## src/rtl/lift_sched_fsm.sv

```systemverilog
// Single-car lift scheduler: collects up/down hall requests into pending bitmaps
// and sweeps the car in one direction until nothing is left ahead of it.
module lift_sched_fsm #(
  parameter int FLOORS     = 4,
  parameter int TRAVEL_CYC = 4,
  parameter int DOOR_CYC   = 3,
  localparam int FW        = (FLOORS > 2) ? $clog2(FLOORS) : 1
) (
  input  logic          clk,
  input  logic          rst_n,
  input  logic          req_valid,
  input  logic [FW-1:0] req_floor,
  input  logic          req_dir,
  output logic          req_err,
  output logic [1:0]    dout,
  output logic [FW-1:0] cur_floor,
  output logic          door_open,
  output logic          done,
  output logic          busy
);

  typedef enum logic [1:0] {S_IDLE = 2'd0, S_MOVE = 2'd1, S_DOOR = 2'd2} state_e;

  localparam logic       DIR_UP    = 1'b0;
  localparam logic       DIR_DN    = 1'b1;
  localparam logic [1:0] DOUT_UP   = 2'b00;
  localparam logic [1:0] DOUT_DN   = 2'b01;
  localparam logic [1:0] DOUT_STAY = 2'b10;

  localparam int MAXC = (TRAVEL_CYC > DOOR_CYC) ? TRAVEL_CYC : DOOR_CYC;
  localparam int CW   = (MAXC > 1) ? $clog2(MAXC) : 1;
  localparam logic [CW-1:0] TRAVEL_LAST = CW'(TRAVEL_CYC - 1);
  localparam logic [CW-1:0] DOOR_LAST   = CW'(DOOR_CYC - 1);
  localparam logic [FW-1:0] TOP_FLOOR   = FW'(FLOORS - 1);

  state_e              state_q, state_d;
  logic [FW-1:0]       cur_floor_q, cur_floor_d;
  logic                dir_q, dir_d;
  logic [CW-1:0]       cnt_q, cnt_d;
  logic [FLOORS-1:0]   up_pend_q, up_pend_d;
  logic [FLOORS-1:0]   dn_pend_q, dn_pend_d;
  logic                srv_up_q, srv_up_d;
  logic                srv_dn_q, srv_dn_d;
  logic                req_err_q, req_err_d;

  logic [FLOORS-1:0]   any_pend;
  logic [FW-1:0]       next_floor;
  logic                clr_up, clr_dn;
  logic                req_ok, absorb;

  // True when any bit of pend lies strictly beyond floor in direction dir.
  function automatic logic pend_beyond(input logic [FLOORS-1:0] pend,
                                       input logic [FW-1:0]     floor,
                                       input logic              dir);
    logic hit;
    hit = 1'b0;
    for (int i = 0; i < FLOORS; i++) begin
      if ((dir == DIR_UP && i > int'(floor)) || (dir == DIR_DN && i < int'(floor)))
        hit = hit | pend[i];
    end
    return hit;
  endfunction

  // NOTE: state uses non-blocking assignments so every flop samples pre-edge values.
  always_ff @(posedge clk or negedge rst_n) begin
    if (!rst_n) begin
      state_q     <= S_IDLE;
      cur_floor_q <= '0;
      dir_q       <= DIR_UP;
      cnt_q       <= '0;
      up_pend_q   <= '0;
      dn_pend_q   <= '0;
      srv_up_q    <= 1'b0;
      srv_dn_q    <= 1'b0;
      req_err_q   <= 1'b0;
    end else begin
      state_q     <= state_d;
      cur_floor_q <= cur_floor_d;
      dir_q       <= dir_d;
      cnt_q       <= cnt_d;
      up_pend_q   <= up_pend_d;
      dn_pend_q   <= dn_pend_d;
      srv_up_q    <= srv_up_d;
      srv_dn_q    <= srv_dn_d;
      req_err_q   <= req_err_d;
    end
  end

  // NOTE: every comb output gets a default first so no path can infer a latch.
  always_comb begin
    state_d     = state_q;
    cur_floor_d = cur_floor_q;
    dir_d       = dir_q;
    cnt_d       = cnt_q;
    srv_up_d    = srv_up_q;
    srv_dn_d    = srv_dn_q;
    clr_up      = 1'b0;
    clr_dn      = 1'b0;
    next_floor  = cur_floor_q;
    any_pend    = up_pend_q | dn_pend_q;

    unique case (state_q)
      S_IDLE: begin
        cnt_d = '0;
        if (any_pend[cur_floor_q]) begin
          state_d = S_DOOR;
          clr_up  = up_pend_q[cur_floor_q];
          clr_dn  = dn_pend_q[cur_floor_q];
        end else if (pend_beyond(any_pend, cur_floor_q, DIR_UP) &&
                     (dir_q == DIR_UP || !pend_beyond(any_pend, cur_floor_q, DIR_DN))) begin
          dir_d   = DIR_UP;
          state_d = S_MOVE;
        end else if (pend_beyond(any_pend, cur_floor_q, DIR_DN)) begin
          dir_d   = DIR_DN;
          state_d = S_MOVE;
        end
      end

      S_MOVE: begin
        if (cnt_q == TRAVEL_LAST) begin
          cnt_d = '0;
          if (dir_q == DIR_UP && cur_floor_q != TOP_FLOOR)
            next_floor = cur_floor_q + 1'b1;
          else if (dir_q == DIR_DN && cur_floor_q != '0)
            next_floor = cur_floor_q - 1'b1;
          cur_floor_d = next_floor;
          if ((dir_q == DIR_UP) ? up_pend_q[next_floor] : dn_pend_q[next_floor]) begin
            state_d = S_DOOR;
            clr_up  = (dir_q == DIR_UP);
            clr_dn  = (dir_q == DIR_DN);
          end else if (!pend_beyond(any_pend, next_floor, dir_q)) begin
            // Sweep exhausted: turn around and serve both calls here.
            state_d = S_DOOR;
            dir_d   = ~dir_q;
            clr_up  = 1'b1;
            clr_dn  = 1'b1;
          end
        end else begin
          cnt_d = cnt_q + 1'b1;
        end
      end

      S_DOOR: begin
        if (cnt_q == DOOR_LAST) begin
          state_d = S_IDLE;
          cnt_d   = '0;
        end else begin
          cnt_d = cnt_q + 1'b1;
        end
      end

      default: state_d = S_IDLE;
    endcase

    if (clr_up || clr_dn) begin
      srv_up_d = clr_up;
      srv_dn_d = clr_dn;
    end
  end

  // A request matching a call being served right now (door opening or open) is
  // absorbed; any other valid request overrides a same-edge clear.
  always_comb begin
    up_pend_d = up_pend_q;
    dn_pend_d = dn_pend_q;
    if (clr_up) up_pend_d[cur_floor_d] = 1'b0;
    if (clr_dn) dn_pend_d[cur_floor_d] = 1'b0;

    req_ok = req_valid && (int'(req_floor) < FLOORS) &&
             !(req_dir == DIR_UP && req_floor == TOP_FLOOR) &&
             !(req_dir == DIR_DN && req_floor == '0);
    absorb = (req_floor == cur_floor_d) &&
             ((req_dir == DIR_UP) ? (clr_up || (state_q == S_DOOR && srv_up_q))
                                  : (clr_dn || (state_q == S_DOOR && srv_dn_q)));
    if (req_ok && !absorb) begin
      if (req_dir == DIR_UP) up_pend_d[req_floor] = 1'b1;
      else                   dn_pend_d[req_floor] = 1'b1;
    end
    req_err_d = req_valid && !req_ok;
  end

  always_comb begin
    dout      = DOUT_STAY;
    door_open = 1'b0;
    done      = 1'b0;
    unique case (state_q)
      S_MOVE:  dout = (dir_q == DIR_DN) ? DOUT_DN : DOUT_UP;
      S_DOOR: begin
        door_open = 1'b1;
        done      = (cnt_q == DOOR_LAST);
      end
      default: ;
    endcase
    busy      = (state_q != S_IDLE) || (|up_pend_q) || (|dn_pend_q);
    cur_floor = cur_floor_q;
    req_err   = req_err_q;
  end

endmodule

```

## config.mk

```make
export PLATFORM = sky130hd
export DESIGN_NAME = lift_sched_fsm
export DESIGN_NICKNAME = d
export VERILOG_FILES = /design/src/rtl/lift_sched_fsm.sv
export SDC_FILE = /design/constraint.sdc
export NUM_CORES = 1
export LEC_CHECK = 0
export ABC_CLOCK_PERIOD_IN_PS = 3000
export CAP_MARGIN = 10
export CORE_MARGIN = 1
export CORE_UTILIZATION = 58
export CTS_CLUSTER_DIAMETER = 50
export DETAILED_ROUTE_END_ITERATION = 8
export GPL_ROUTABILITY_DRIVEN = 0
export HOLD_SLACK_MARGIN = 0.05
export PLACE_DENSITY = 0.78
export SLEW_MARGIN = 5
export SYNTH_ARGS = -nofsm -noshare
export SYNTH_HDL_FRONTEND = slang
export SYNTH_SLANG_ARGS = --single-unit
```

## constraint.sdc

```tcl
create_clock -name clk -period 3 [get_ports clk]
set_input_delay 0.6 -clock clk [delete_from_list [all_inputs] [get_ports clk]]
set_output_delay 0.6 -clock clk [all_outputs]
set_load 0.05 [all_outputs]
```

==> summary.md <==
| Metric | Value |
|---|---|
| Status | completed |
| Post-synthesis cell type count | 51 |
| Most frequent cells in the layout | o21ai_0, dfrtp_1, nor2_1, nand2_1, inv_1 |
| Layout cells sized above 1 | 0.114 |
| Synth Flop Type | dfrtp_1 |
| Multiplexer share of the synthesized area | 0.100 |
| RR Endpoint | state_q[0] |
| I/O pins | 14 |
| Final Skew | 0.00254 ns |
| Die area | 0.00302 mm^2 |
| P_leak | about 0.00076 uW |
| Clock sinks | 18 |
| Peak VDD IR | around 0.50 mV |
| Root Driver | clkbuf_4 |
| Hold_sp | srv_dn_q |
| Worst setup EP type | register |
| Area growth syn-to-layout | 13.3% |
| Max-Cap Viols | 0 |
| Cts hold-fix bufs | 0 |
| H-Tree Depth | 1 |
| Total Wirelength | 3830 um |
| Slowest-stage cell, CP | dfrtp_1 |
| Worst R2R Path Depth | 9 |
| CP cell instances | inv_1 > ha_1 > and3_1 > o21bai_1 > o32ai_1 > o22a_1 > o31ai_1 > a21boi_1 > mux2_2 |
| Worst hold slack | 0.494 ns |
| Placed cell area | approximately 0.0018 mm^2 |
| Antenna-violating nets left | 0 |
| Sequential area share after synthesis | 0.277 |
| Compound-Gate Fraction of Synth Area | 0.262 |
| WHS Endpoint | srv_dn_q |
| Via-to-Cell Ratio | 6.56 |
| CP delay by family, top | compound AO/OA/AOI/OAI gates |
| Critical path startpoint category | register |
| Fillers | 199 |
| CP peak stage delay | just over 0.5 ns |
| Launch point of the worst reg-to-reg path | cur_floor[1] |
| Vias in the first global route | approximately 1400 |
| Area share of and/or/nand/nor cells after synthesis | 0.174 |
| Cell Pwr Density | 653 mW/mm^2 |
| Hold Crit Class | register to register |
| Global-route wire length before repair | roughly 6000 um |
| Total Power | between 1000 and 1500 uW |
| Num CTS Buffers | 3 |
| Core footprint | roughly 0.0026 mm^2 |
| Initial antenna violation count | 0 |
| Fmax | 350 MHz |
| WL per Instance | 16.6 um |
| Yosys Warn Count | 0 |
| Die Wd | 54.9 um |
| # port buffers | 13 |
| Design area | 0.00184 mm^2 |
| Antenna Cells | 0 |
| Cell Area, Synth | ~0.0016 mm^2 |
| Total negative setup slack | 0 ns |
| Post-layout minimum cycle time | 2.86 ns |
| Kind of critical path | register to register |
| Gr usage total | 0.280 |
| Synth async-reset ratio | 1.00 |
| Most common cell after layout, fill and taps aside | o21ai_0 |
| First-pass DRT Iterations | 5 |
| Xor-xnor portion of the synthesized cell area | 0.0316 |
| Final hold violation count | 0 |
| Arrival time worst endpoint | 3.04 ns |
| Mapped Nets | roughly 200 |
| Worst EP required | ~3.2 ns |
| Post-Synth Adder-Cell Area | 0.100 |
| Number of flops mapped to enable cells by yosys | 0 |
| Clock-pin slew on the worst setup and hold paths | 0.10 ns |
| Vias | 1515 |
| Hold Path Depth | 2 |
| Worst reg-to-reg setup slack | around 0.14 ns |
| Die H | ~55 um |
| Critical path buffers and inverters | 1 |
| Final period util | 0.952 |
| Synth Area per Inst | 8.79 um^2 |
| Least-Margin Pin Slew | 0.818 ns |
| Clk buf depth | 2 |
| Synth Register Bits | 18 |
| DR DRC count | 0 |
| Row cnt | 18 |
| RSZ-0062 raised after global routing | no |
| DP Wirelength | 2960 um |
| Drt initial violations | 48 |
| Largest net degree at the start of global routing | 19 |
| Final setup vio count | 0 |
| Relative slew margins | 0.453 |
| CP Max Fanout | 9 |
| Synth Instances | 185 |
| Starting density of the core | 0.633 |
| Largest family of logic cells by synthesized area | compound AO/OA/AOI/OAI gates |
| Total grt overflow | 0 |
| CTS tree | yes |
| Final nets | 221 |
| Skew-Pair Late Insertion Delay | 0.28 ns |
| Max Slew Vio Count | 0 |
==> metal layers <==
| metal | vias up | routed length [um] | GRT usage |
|---|---|---|---|
| li1 | 716 | - | - |
| met1 | 732 | 1760 | 0.387 |
| met2 | 63 | 1860 | 0.456 |
| met3 | 4 | 188 | 0.0355 |
| met4 | 0 | 23 | 0.0833 |
| met5 | - | 0 | 0 |
==> cells in the mapped netlist, types with 3 or more instances <==
cell type,count,area [um^2]
o21ai_0,21,105
dfrtp_1,18,450
nand2_1,15,56.3
nor2_1,15,56.3
inv_1,14,52.6
ha_1,13,163
a21oi_1,6,30.0
mux2i_1,5,50.1
and2_1,4,25.0
nand2b_1,4,25.0
o221ai_1,4,35.0
buf_2,3,15.0
mux4_2,3,67.6
nand3_1,3,15.0
nand3b_1,3,22.5
nor2b_1,3,18.8
o22ai_1,3,18.8
or3_1,3,18.8
==> worst max-delay path by stage <==
stage                      start         end  slack, ns  cells past startpoint
floorplan           cur_floor[1]  state_q[0]      0.004                     11
global placement    cur_floor[1]  state_q[0]       0.29                      9
detailed placement  cur_floor[1]  state_q[0]       0.14                      9
CTS                   state_q[0]        busy       0.07                      5
global route        cur_floor[1]  state_q[0]       0.02                      9
finish              cur_floor[1]  state_q[0]       0.14                      9
==> cell type report <==
cell class	instances	area (um^2)	area share
Multi-Input combinational cell	147	1110	0.601
Timing Repair Buffer	17	163	0.0883
Inverter	15	56.3	0.0306
Sequential cell	18	452	0.245
Tap cell	30	37.5	0.0204
Clock buffer	4	26.3	0.0143
==> power breakdown <==
part	internal, uW	total, uW	switching, uW
Combinational	312	743	431
Sequential	284	337	52.9
Clock	51.6	123	71.3
==> registers in the layout (all words and copies together), names as in the netlist <==
signal,flops
cnt_q,2
srv_dn_q,1
dir_q,1
req_err,1
dn_pend_q,4
cur_floor,2
state_q,2
srv_up_q,1
up_pend_q,4
==> worst min-delay path: stages (launching register included) <==
cell     delay, ns
dfrtp_1       0.36
nand2_1       0.05
nand2_1       0.06
==> per-stage QoR <==
| step | cells | utilization | setup WS, ns |
|---|---|---|---|
| 3_3_place_gp | 227 | 0.697 | 0.288 |
| 3_5_place_dp | 227 | 0.697 | 0.144 |
| 5_1_grt | 231 | 0.717 | 0.0152 |
| 2_1_floorplan | 185 | - | 0.00399 |
| 4_1_cts | 231 | 0.708 | 0.0735 |
| 6_report | 231 | 0.717 | 0.143 |
==> kinds of logic after synthesis <==
family,count (synthesis)
buffers and inverters,20
adder cells (fa/ha/maj),13
AO/OA/AOI/OAI,61
AND/OR/NAND/NOR,57
flip-flops,18
multiplexers,11
XOR/XNOR,5
==> what timing repair did <==
item,CTS,global route
setup endpoints to repair,0,6
setup buffers,0,0
resized for setup,0,4
Note: power is estimated with default switching activity, not from simulation.
